<file path="config.mk">
export PLATFORM = sky130hd
export DESIGN_NAME = reset_sequencer
export DESIGN_NICKNAME = d
export VERILOG_FILES = /design/src/rtl/reset_sequencer.sv
export SDC_FILE = /design/constraint.sdc
export NUM_CORES = 1
export LEC_CHECK = 0
export CELL_PAD_IN_SITES_DETAIL_PLACEMENT = 1
export CELL_PAD_IN_SITES_GLOBAL_PLACEMENT = 1
export CORE_MARGIN = 2
export CORE_UTILIZATION = 40
export DETAILED_ROUTE_END_ITERATION = 8
export PLACE_DENSITY = 0.74
export SYNTH_ARGS = -nofsm -noshare
export SYNTH_HDL_FRONTEND = slang
export SYNTH_SLANG_ARGS = --single-unit
</file>
<file path="constraint.sdc">
create_clock -name clk -period 1.5 [get_ports clk]
set_input_delay 0.15 -clock clk [delete_from_list [all_inputs] [get_ports clk]]
set_output_delay 0.15 -clock clk [all_outputs]
set_load 0.05 [all_outputs]
</file>
<file path="src/rtl/reset_sequencer.sv">
// Central reset controller: merges power-up, button, software and PLL-lock-loss
// reset sources and releases the per-domain resets one after another.
module reset_sequencer #(
  parameter int NUM_DOMAINS     = 4,
  parameter int HOLD_CYCLES     = 5000000,
  parameter int DEBOUNCE_CYCLES = 100000,
  parameter int STAGE_GAP       = 16
) (
  input  logic                   clk,
  input  logic                   reset,
  input  logic                   fpga_but1,
  input  logic                   pll_locked,
  input  logic                   sw_reset_req,
  output logic [NUM_DOMAINS-1:0] reset_n_out,
  output logic                   busy,
  output logic [1:0]             cause
);

  localparam int HOLD_W = (HOLD_CYCLES > 1) ? $clog2(HOLD_CYCLES) : 1;
  localparam int DEB_W  = (DEBOUNCE_CYCLES > 1) ? $clog2(DEBOUNCE_CYCLES) : 1;
  localparam int GAP_W  = (STAGE_GAP > 1) ? $clog2(STAGE_GAP) : 1;
  localparam int STG_W  = (NUM_DOMAINS > 1) ? $clog2(NUM_DOMAINS) : 1;

  localparam logic [HOLD_W-1:0] HOLD_LAST  = HOLD_W'(HOLD_CYCLES - 1);
  localparam logic [DEB_W-1:0]  DEB_LAST   = DEB_W'(DEBOUNCE_CYCLES - 1);
  localparam logic [GAP_W-1:0]  GAP_LAST   = GAP_W'(STAGE_GAP - 1);
  localparam logic [STG_W-1:0]  STAGE_LAST = STG_W'(NUM_DOMAINS - 1);

  localparam logic [1:0] CAUSE_POR = 2'b00;
  localparam logic [1:0] CAUSE_BTN = 2'b01;
  localparam logic [1:0] CAUSE_SW  = 2'b10;
  localparam logic [1:0] CAUSE_PLL = 2'b11;

  typedef enum logic [1:0] {
    ST_HOLD    = 2'd0,
    ST_RELEASE = 2'd1,
    ST_RUN     = 2'd2
  } state_e;

  logic but_meta_q, but_s_q;
  logic pll_meta_q, pll_s_q;

  logic             btn_db_q, btn_db_d;
  logic             btn_prev_q;
  logic [DEB_W-1:0] deb_cnt_q, deb_cnt_d;

  state_e                 state_q, state_d;
  logic [HOLD_W-1:0]      hold_q, hold_d;
  logic [GAP_W-1:0]       gap_q, gap_d;
  logic [STG_W-1:0]       stage_q, stage_d;
  logic [NUM_DOMAINS-1:0] rst_out_q, rst_out_d;
  logic                   busy_q, busy_d;
  logic [1:0]             cause_q, cause_d;

  logic press_edge, btn_held, lock_loss, trigger;

  always_ff @(posedge clk or negedge reset) begin
    if (!reset) begin
      but_meta_q <= 1'b0;
      but_s_q    <= 1'b0;
      pll_meta_q <= 1'b0;
      pll_s_q    <= 1'b0;
    end else begin
      but_meta_q <= fpga_but1;
      but_s_q    <= but_meta_q;
      pll_meta_q <= pll_locked;
      pll_s_q    <= pll_meta_q;
    end
  end

  // Button is active-low: debounced level 1 means released.
  always_comb begin
    btn_db_d  = btn_db_q;
    deb_cnt_d = '0;
    if (but_s_q != btn_db_q) begin
      if (deb_cnt_q == DEB_LAST) begin
        btn_db_d = but_s_q;
      end else begin
        deb_cnt_d = deb_cnt_q + 1'b1;
      end
    end
  end

  always_ff @(posedge clk or negedge reset) begin
    if (!reset) begin
      btn_db_q   <= 1'b1;
      btn_prev_q <= 1'b1;
      deb_cnt_q  <= '0;
    end else begin
      btn_db_q   <= btn_db_d;
      btn_prev_q <= btn_db_q;
      deb_cnt_q  <= deb_cnt_d;
    end
  end

  // "Held" looks at the delayed level so the edge after release still retriggers.
  assign press_edge = !btn_db_q && btn_prev_q;
  assign btn_held   = !btn_prev_q;
  assign lock_loss  = !pll_s_q && (state_q != ST_HOLD);
  assign trigger    = lock_loss || press_edge || btn_held || sw_reset_req;

  always_comb begin
    state_d   = state_q;
    hold_d    = hold_q;
    gap_d     = gap_q;
    stage_d   = stage_q;
    rst_out_d = rst_out_q;
    busy_d    = busy_q;
    cause_d   = cause_q;
    if (trigger) begin
      state_d   = ST_HOLD;
      hold_d    = '0;
      gap_d     = '0;
      stage_d   = '0;
      rst_out_d = '0;
      busy_d    = 1'b1;
      if (lock_loss) begin
        cause_d = CAUSE_PLL;
      end else if (press_edge) begin
        cause_d = CAUSE_BTN;
      end else if (!btn_held) begin
        cause_d = CAUSE_SW;
      end
    end else begin
      case (state_q)
        ST_HOLD: begin
          if (!pll_s_q) begin
            hold_d = '0;
          end else if (hold_q == HOLD_LAST) begin
            state_d = ST_RELEASE;
            stage_d = '0;
            gap_d   = '0;
          end else begin
            hold_d = hold_q + 1'b1;
          end
        end
        ST_RELEASE: begin
          if (gap_q == GAP_LAST) begin
            rst_out_d[stage_q] = 1'b1;
            gap_d              = '0;
            if (stage_q == STAGE_LAST) begin
              state_d = ST_RUN;
              busy_d  = 1'b0;
            end else begin
              stage_d = stage_q + 1'b1;
            end
          end else begin
            gap_d = gap_q + 1'b1;
          end
        end
        ST_RUN: begin
        end
        default: begin
          state_d = ST_HOLD;
        end
      endcase
    end
  end

  always_ff @(posedge clk or negedge reset) begin
    if (!reset) begin
      state_q   <= ST_HOLD;
      hold_q    <= '0;
      gap_q     <= '0;
      stage_q   <= '0;
      rst_out_q <= '0;
      busy_q    <= 1'b1;
      cause_q   <= CAUSE_POR;
    end else begin
      state_q   <= state_d;
      hold_q    <= hold_d;
      gap_q     <= gap_d;
      stage_q   <= stage_d;
      rst_out_q <= rst_out_d;
      busy_q    <= busy_d;
      cause_q   <= cause_d;
    end
  end

  assign reset_n_out = rst_out_q;
  assign busy        = busy_q;
  assign cause       = cause_q;

endmodule

</file>
**After elaboration in Yosys (flattened, before gate mapping)**

Index checks and enable logic that the tools add are counted.

- Register bits after elaboration: 61
- Input bits: 5
- Output and inout port bits: 7
- Word-level logic and storage cells: 95

- Add/subtract/negate cells: 4
- Order comparisons: 2
- Equal/unequal tests: 14
- Muxes and demuxes: 35
- Bitwise operators: 1
- Reductions and logical operators: 25

Operators with widths:

| operator | count |
|---|---|
| 2-to-1 mux 23 bit | 4 |
| 2-to-1 mux 17 bit | 2 |
| 2-to-1 mux 4 bit | 7 |
| 2-to-1 mux 2 bit | 13 |
| adder 23 x 1 -> 23 bit, second input constant | 1 |
| equality test 23 bit, second input constant | 1 |
| != test 3 bit, second input constant | 6 |
| adder 17 x 1 -> 17 bit, second input constant | 1 |
| equality test 17 bit, second input constant | 1 |
| AND reduction 5 bit | 2 |
| nonzero test 2 bit | 5 |
| case mux 4 bit (2 select lines) | 1 |
| AND reduction 2 bit | 4 |
| case mux 2 bit (3 select lines) | 1 |
| AND reduction 3 bit | 2 |
| nonzero test 3 bit | 2 |
| 2-to-1 mux 1 bit | 5 |
| adder 4 x 1 -> 4 bit, second input constant | 1 |
| equality test 2 bit, second input constant | 2 |
| equality test 4 bit, second input constant | 1 |
| OR 4 bit | 1 |
| case mux 2 bit (2 select lines) | 1 |
| logical AND 1 bit | 3 |
| zero test 1 bit | 3 |
| other kinds (9) | 11 |

**Longest topological paths before layout**

Gate-level depths: netlist of run 1.

- Depth after elaboration: 8
- Depth in mapped cells: 7
- Gate-level depth less buffers: 5

**Worst setup path after synthesis of run 1**

OpenSTA, ideal clock, no wires.

- Kind: register to register
- Start point: reg hold_q[0]
- End point: reg gap_q[0]
- Setup time: 0.135 ns
- Arrival: 1.500 ns
- Data required time: 1.365 ns
- Setup slack: -0.134 ns
- Cell stages (with the launch flop): 6
- Path buffers: 0
- Period minus slack after synthesis: 1.634 ns
- Cells stage by stage: dfrtp_1 -> ha_1 -> nand4_2 -> or4_1 -> o21ai_1 -> mux2i_1

- Longest elaborated chain between the ends: 3

Ends and longest elaborated chain:

| what | line | RTL |
|---|---|---|
| from (decl) | 48 | `logic [HOLD_W-1:0] hold_q, hold_d;` |
| from (signal assigned) | 171 | `hold_q <= hold_d;` |
| equality test 23 bit | 129 | `end else if (hold_q == HOLD_LAST) begin` |
| != test 3 bit (no source line) | n/a |  |
| AND reduction 3 bit (no source line) | n/a |  |
| to (signal assigned) | 172 | `gap_q <= gap_d;` |
| to (decl) | 49 | `logic [GAP_W-1:0] gap_q, gap_d;` |

No other way between the ends.
A chain may end at the register's enable or synchronous reset.

**Worst setup path after layout of run 1**

- Start point: reg hold_q[6]
- End point: reg hold_q[20]

- Longest elaborated chain between the ends: 5
- Elaborated cells on any way between the ends: 8
- Classes of those cells: 1 x add/sub; 2 x eq/ne; 4 x mux; 1 x reduce/logical

Ends and longest elaborated chain:

| what | line | RTL |
|---|---|---|
| adder 23 x 1 -> 23 bit | 134 | `hold_d = hold_q + 1'b1;` |
| 2-to-1 mux 23 bit | 129 |  |
| 2-to-1 mux 23 bit | 127 | `if (!pll_s_q) begin` |
| 2-to-1 mux 23 bit | 125 | `case (state_q)` |
| 2-to-1 mux 23 bit | 110 | `if (trigger) begin` |

Parallel ways exist; a longest one is shown, timed or not. The select of a mux whose other input is x is not followed.

==> impl_metrics.csv, run 1 <==
group,metric,value,unit
placement,dp_hpwl,6.43,mm
synthesis,syn-instance-count,338,
sta,setup_viol_count_final,52,
grt,grt_pass1_wl,17.2,mm
die,die_x,94.5,µm
sta,fin_crit,1.77,ns
synthesis,seq_area_frac_synth,46.7,%
clocking,h-tree-depth,3,
worst_setup_path,r2r_start,"hold_q[6]",
sta,clock_skew,0.0125,ns
synthesis,synth_cell_types,53,
routing,wl,14.2,mm
die,die_area,0.00894,mm²
routing,drt-wirelength-per-cell,24.9,µm
synthesis,avgSynthCellArea,9.70,µm²
synthesis,yosysMostFrequentCell,"dfrtp_1",
power,power_leakage,2.07,nW
synthesis,syn-cell-area,0.00328,mm²
sta,max_freq,566,MHz
sta,max_slew_margin,71.0,%
worst_setup_path,worstSetupStartpoint,"hold_q[6]",
clocking,clockBufferDepth,2,
sta,finalCritPeriodShare,118,%
worst_setup_path,worstPathRequired,1.72,ns
worst_setup_path,slowest_stage,"dfrtp_1",
synthesis,synth_commonest_cells,"dfrtp_1, nand2_1, a21oi_1",
clocking,insertion_delay,0.36,ns
routing,drtIter0Drc,158,
cells_and_area,ff_latch_area,0.00153,mm²
grt,grt_max_degree,28,
grt,overflow,0,
worst_setup_path,worst-r2r-setup-slack,-0.27,ns
worst_setup_path,ff2ff_path_depth,5,
cells_and_area,syn2layout_area_growth,57.0,%
synthesis,synth-edff-count,0,
worst_setup_path,crit_type,"reg -> reg",
sta,grt_setup_unrepaired,"true",
routing,drc,0,
sta,slew_viol_final,0,
synthesis,synth-seq-cells,61,
cells_and_area,fill_cells,854,
die,rows,33,
job,max_cap_violations,0,
clocking,clock-sinks,61,
die,coreArea,0.00809,mm²
die,initial_utilization,40.5,%
worst_setup_path,setup.worst_path.end_class,"register",
sta,hold_ws,0.250,ns
clocking,cts_buffers,9,
synthesis,syn-num-nets,350,
clocking,cts_root_buf,"clkbuf_8",
synthesis,async_flop_share,100,%
placement,preCtsSetupSlack,-0.397,ns
worst_setup_path,endpoint,"hold_q[20]",
synthesis,synth_top_flop_cell,"dfrtp_1",
cells_and_area,post-route-cell-area,0.00515,mm²
grt,grt_usage,25.1,%
die,ios,12,
cells_and_area,nNetsFinal,471,
placement,placed_area,0.00415,mm²
worst_setup_path,timing.rr.end,"hold_q[20]",
die,die_y,94.5,µm
routing,avgViaCountPerCell,6.03,
clocking,clk_pin_slew,0.08,ns
worst_setup_path,cp-start-kind,"register",
clocking,cts_tree,"built",
cells_and_area,multiInputGateArea,0.00216,mm²
placement,portBuffers,11,
grt,grt_pass1_vias,3417,
worst_setup_path,cp_data_arrival_time,1.99,ns
worst_setup_path,path_max_fanout,6,
cells_and_area,drive_gt1_share,50.0,%
power,power.total,3.37,mW
synthesis,synth_area_leaders,"dfrtp_1, nand2_1, a21oi_1",
placement,gp_congestion,0.832,
outcome,status,"finished, violations left",
routing,firstDrtPassIters,4,
hold_path,hp-class,"in -> async",
sta,fin_setup_tns,-7.19,ns
cells_and_area,num_antenna_cells,0,
cells_and_area,fin_cells,569,
routing,antenna_left,0,
worst_setup_path,crit_chain,"and4_4, o2111ai_4, buf_4, o31ai_1, a21oi_2",
routing,vias,3431,
sta,tightest_slew,0.431,ns
cells_and_area,fin_util,63.6,%
sta,hold_violations,0,
worst_setup_path,max_stage_delay,0.44,ns
sta,final.setup.worst_slack,-0.267,ns
placement,place_inst,518,
synthesis,yosysTopAreaCell,"dfrtp_1",
power,peakVddDrop,384,µV
synthesis,yosysWarnings,0,
power,power_density,654,mW/mm²
synthesis,synth.top_cell.area_share,44.3,%
grt,antenna_found_initial,0,
outcome,violations,"setup timing",
## worst max-delay path: cells and delay by family, from the launching register on
kind                   cells  cell delay, ns
flip-flops                 1            0.44
AND/OR/NAND/NOR            1            0.29
buffers and inverters      1            0.20
AO/OA/AOI/OAI              3            0.71
## worst min path at each step
stage / startpoint / to / slack (ns) / cells past startpoint
detailed placement: reset / deb_cnt_q[6] / 0.09 / 1
floorplan: reset / but_meta_q / -0.15 / 0
global placement: reset / deb_cnt_q[6] / 0.09 / 1
finish: reset / deb_cnt_q[6] / 0.25 / 2
global route: fpga_but1 / but_meta_q / 0.27 / 1
CTS: reset / deb_cnt_q[6] / 0.25 / 2
## cells by family (layout without fill, tap and decap cells)
logic type / after synthesis / in the layout / share of synthesized area (%)
adder cells (fa/ha/maj): 7 / 7 / 2.67
XOR/XNOR: 12 / 12 / 3.20
AO/OA/AOI/OAI: 67 / 68 / 13.4
multiplexers: 14 / 14 / 4.35
buffers and inverters: 25 / 150 / 3.70
AND/OR/NAND/NOR: 152 / 152 / 26.0
flip-flops: 61 / 61 / 46.7
## metal layers
layer  GRT usage [%]  vias to the layer above  routed length (µm)
met5               0                        -                   0
met4            10.0                        0                 506
met3            4.47                       48                 692
met2            42.6                      115                7340
met1            31.8                     1785                5640
li1                -                     1483                   -
## cell type report
| class | count | share of cell area [%] |
|---|---|---|
| multi-input cells | 253 | 42.0 |
| flip-flops and latches | 61 | 29.7 |
| clock buffers | 10 | 2.67 |
| inverters | 10 | 0.729 |
| repair buffers | 124 | 21.1 |
| clock inverters | 6 | 1.21 |
| well taps | 105 | 2.55 |
## what timing repair did
item                                    CTS  global route
gates resized for setup                  44            86
cloned                                    1             2
endpoints found under the setup margin   44            52
buffers inserted                         19            13
hold buffers                              1             0
endpoints found under the hold margin    12             0
pin swaps                                23            30
## power by group
group          internal [mW]  switching, mW
registers               1.66         0.0113
logic                 0.0494         0.0809
clock network          0.807          0.764
total                   2.51          0.856
## cells in the final DEF, fill, tap and decap left out, drive strengths merged, types with 4 or more instances in the layout
cell type  instances
or4               12
nand2             40
buf              120
and3               7
and4               6
nor2              21
nand2b            11
mux2i             12
xnor2              4
nor2b              4
o31ai             11
dfrtp             58
a21oi             25
o21ai             13
nand4             10
inv               10
clkbuf            10
xor2               8
a211oi             4
ha                 7
nand3             19
nor3               7
## state kept, by name (all words and copies together), names as in the netlist
name         count
stage_q          2
hold_q          23
state_q          2
busy             1
but_s_q          1
reset_n_out      4
btn_prev_q       1
cause            2
pll_s_q          1
but_meta_q       1
btn_db_q         1
gap_q            4
deb_cnt_q       17
pll_meta_q       1
Power figures use the tool's default switching activity.
==> run 2, diff against run 1 <==
--- a/config.mk
+++ b/config.mk
@@ -8,9 +8,9 @@
 export CELL_PAD_IN_SITES_DETAIL_PLACEMENT = 1
 export CELL_PAD_IN_SITES_GLOBAL_PLACEMENT = 1
 export CORE_MARGIN = 2
-export CORE_UTILIZATION = 40
+export CORE_UTILIZATION = 43
 export DETAILED_ROUTE_END_ITERATION = 8
-export PLACE_DENSITY = 0.74
+export PLACE_DENSITY = 0.78
 export SYNTH_ARGS = -nofsm -noshare
 export SYNTH_HDL_FRONTEND = slang
 export SYNTH_SLANG_ARGS = --single-unit
==> run 2 against run 1 <==
Net effect: the flow still finishes with violations (setup timing); clock skew increased by 0.0040 ns; via count rose by 14%; sequential power is essentially flat; fmax fell by 12%; combinational power rose by 29%; cell count fell by 1.1%; sequential share of layout area shrank 1.3 points; worst hold slack worse by 0.0022 ns; register-to-register slack got worse by 0.23 ns; non-clock buffer count did not move; total power is 7.6% higher; largest cell class unchanged; largest power group is now clock; highest routed layer unchanged.
==> impl_metrics.csv, run 2 (same netlist as run 1, synthesis figures left out) <==
group,metric,value,unit
sta,finalCritPeriodShare,133,%
routing,antenna_left,0,
sta,final.setup.worst_slack,-0.498,ns
die,coreArea,0.00733,mm²
grt,grt_usage,39.5,%
clocking,clock-sinks,61,
worst_setup_path,crit_top_cell,"buf_6",
grt,overflow,0,
worst_setup_path,crit_chain,"buf_6, nor4b_4, and3_4, buf_6, a41oi_2, o31ai_1",
sta,tightest_slew,0.462,ns
worst_setup_path,max_stage_delay,0.43,ns
grt,grt_pass1_vias,3919,
routing,vias,3914,
sta,clock_skew,0.0165,ns
cells_and_area,regMostFlops,"hold_q",
grt,grt_pass1_wl,24.5,mm
cells_and_area,post-route-cell-area,0.00543,mm²
die,initial_utilization,44.7,%
worst_setup_path,r2r_start,"hold_q[10]",
worst_setup_path,cp-start-kind,"register",
clocking,cts_tree,"built",
sta,fin_crit,2.00,ns
sta,max_slew_margin,69.0,%
sta,hold_ws,0.247,ns
cells_and_area,nNetsFinal,471,
die,die_area,0.00834,mm²
clocking,insertion_delay,0.37,ns
outcome,violations,"setup timing",
die,die_y,91.3,µm
routing,drt-wirelength-per-cell,33.6,µm
cells_and_area,mostFrequentLayoutCells,"buf_4, dfrtp_1, nand2_1, buf_6, nand3_1",
worst_setup_path,cp_data_arrival_time,2.23,ns
clocking,clk_pin_slew,0.08,ns
placement,gp_congestion,0.812,
routing,drc,0,
cells_and_area,multiInputGateArea,0.00235,mm²
hold_path,hp-class,"in -> reg",
outcome,status,"finished, violations left",
worst_setup_path,timing.rr.end,"state_q[0]",
sta,hold_violations,0,
routing,firstDrtPassIters,6,
sta,slew_viol_final,0,
placement,dp_hpwl,6.80,mm
cells_and_area,largest_reg_flops,23,
cells_and_area,layout_commonest_cell,"buf_4",
die,die_x,91.3,µm
worst_setup_path,worstPathRequired,1.73,ns
routing,wl,18.9,mm
sta,grt_setup_unrepaired,"true",
cells_and_area,fin_cells,563,
die,rows,31,
cells_and_area,num_antenna_cells,0,
clocking,cts_root_buf,"clkbuf_8",
sta,setup_viol_count_final,51,
grt,antenna_found_initial,0,
placement,place_inst,507,
sta,max_freq,501,MHz
cells_and_area,ff_latch_area,0.00154,mm²
placement,placed_area,0.00409,mm²
cells_and_area,fin_util,74.0,%
power,power.total,3.62,mW
worst_setup_path,worstSetupStartpoint,"hold_q[10]",
worst_setup_path,crit_type,"reg -> reg",
worst_setup_path,ff2ff_path_depth,6,
worst_setup_path,path_max_fanout,3,
placement,portBuffers,11,
cells_and_area,fill_cells,697,
worst_setup_path,endpoint,"state_q[0]",
power,power_leakage,2.13,nW
power,power_density,668,mW/mm²
die,ios,12,
power,peakVddDrop,808,µV
job,max_cap_violations,0,
clocking,cts_buffers,9,
cells_and_area,drive_gt1_share,56.0,%
routing,avgViaCountPerCell,6.95,
worst_setup_path,slowest_stage,"dfrtp_1",
clocking,clockBufferDepth,2,
grt,grt_max_degree,62,
cells_and_area,syn2layout_area_growth,65.5,%
cells_and_area,top_regs,"hold_q: 23 flops, deb_cnt_q: 17 flops",
worst_setup_path,worst-r2r-setup-slack,-0.50,ns
worst_setup_path,setup.worst_path.end_class,"register",
routing,drtIter0Drc,325,
clocking,h-tree-depth,3,
-- run 2: cell types whose count changed in the layout (fill, tap and decap cells not counted), moves of 4 or more --
cell / previous run / this run
a21oi_4: 0 / 5
nor2_2: 3 / 7
dfrtp_2: 1 / 9
buf_12: 6 / 10
buf_4: 95 / 90
o31ai_1: 9 / 5
nor2_1: 9 / 3
dfrtp_1: 57 / 49
-- run 2: timing repair --
item / in CTS / in global routing
buffers inserted: 24 / 12
gates resized for setup: 91 / 84
setup endpoints to repair: 49 / 54
pin swaps: 41 / 30
cloned: 3 / 2
hold buffers: 1 / 0
endpoints found under the hold margin: 58 / 0
-- run 2: worst max-delay path: cells and delay by family, from the launching register on --
| kind | cells | cell delay (ns) |
|---|---|---|
| flip-flops | 1 | 0.43 |
| AND/OR/NAND/NOR | 2 | 0.64 |
| buffers and inverters | 2 | 0.26 |
| AO/OA/AOI/OAI | 2 | 0.52 |
-- run 2: how the worst min path moves through the flow --
stage / start / to / cells past startpoint / slack (ns)
floorplan: reset / but_meta_q / 0 / -0.15
global placement: reset / deb_cnt_q[8] / 2 / 0.19
detailed placement: reset / deb_cnt_q[7] / 2 / 0.20
CTS: pll_locked / pll_meta_q / 1 / 0.24
global route: pll_locked / pll_meta_q / 1 / 0.25
finish: pll_locked / pll_meta_q / 1 / 0.25
-- run 2: where the power goes --
group          leakage [nW]  total, mW  switching [mW]  internal [mW]
clock                 0.110       1.79           0.758           1.03
sequential            0.804       1.67          0.0132           1.66
combinational          1.22      0.168           0.100         0.0678
-- run 2: cell type report --
type / instances / share of cell area [%]
Sequential cell: 61 / 28.4
Multi-Input combinational cell: 253 / 43.3
Inverter: 10 / 0.692
Clock inverter: 3 / 1.24
Clock buffer: 13 / 2.93
Timing Repair Buffer: 124 / 21.1
Tap cell: 99 / 2.28
-- run 2: per-layer routing --
layer	track usage (%)	share of wire [%]	vias up
li1	-	-	1480
met1	46.7	35	1959
met2	69.3	48	328
met3	6.14	8.0	147
met4	19.9	9.5	0
met5	0	0	-
-- run 2: stage by stage --
step                setup WS [ns]  TNS [ns]
global route               -0.462    -12.29
finish                     -0.498    -11.20
global placement           -0.328     -4.56
floorplan                 -0.0616    -0.306
detailed placement         -0.422    -10.18
CTS                        -0.181     -3.28
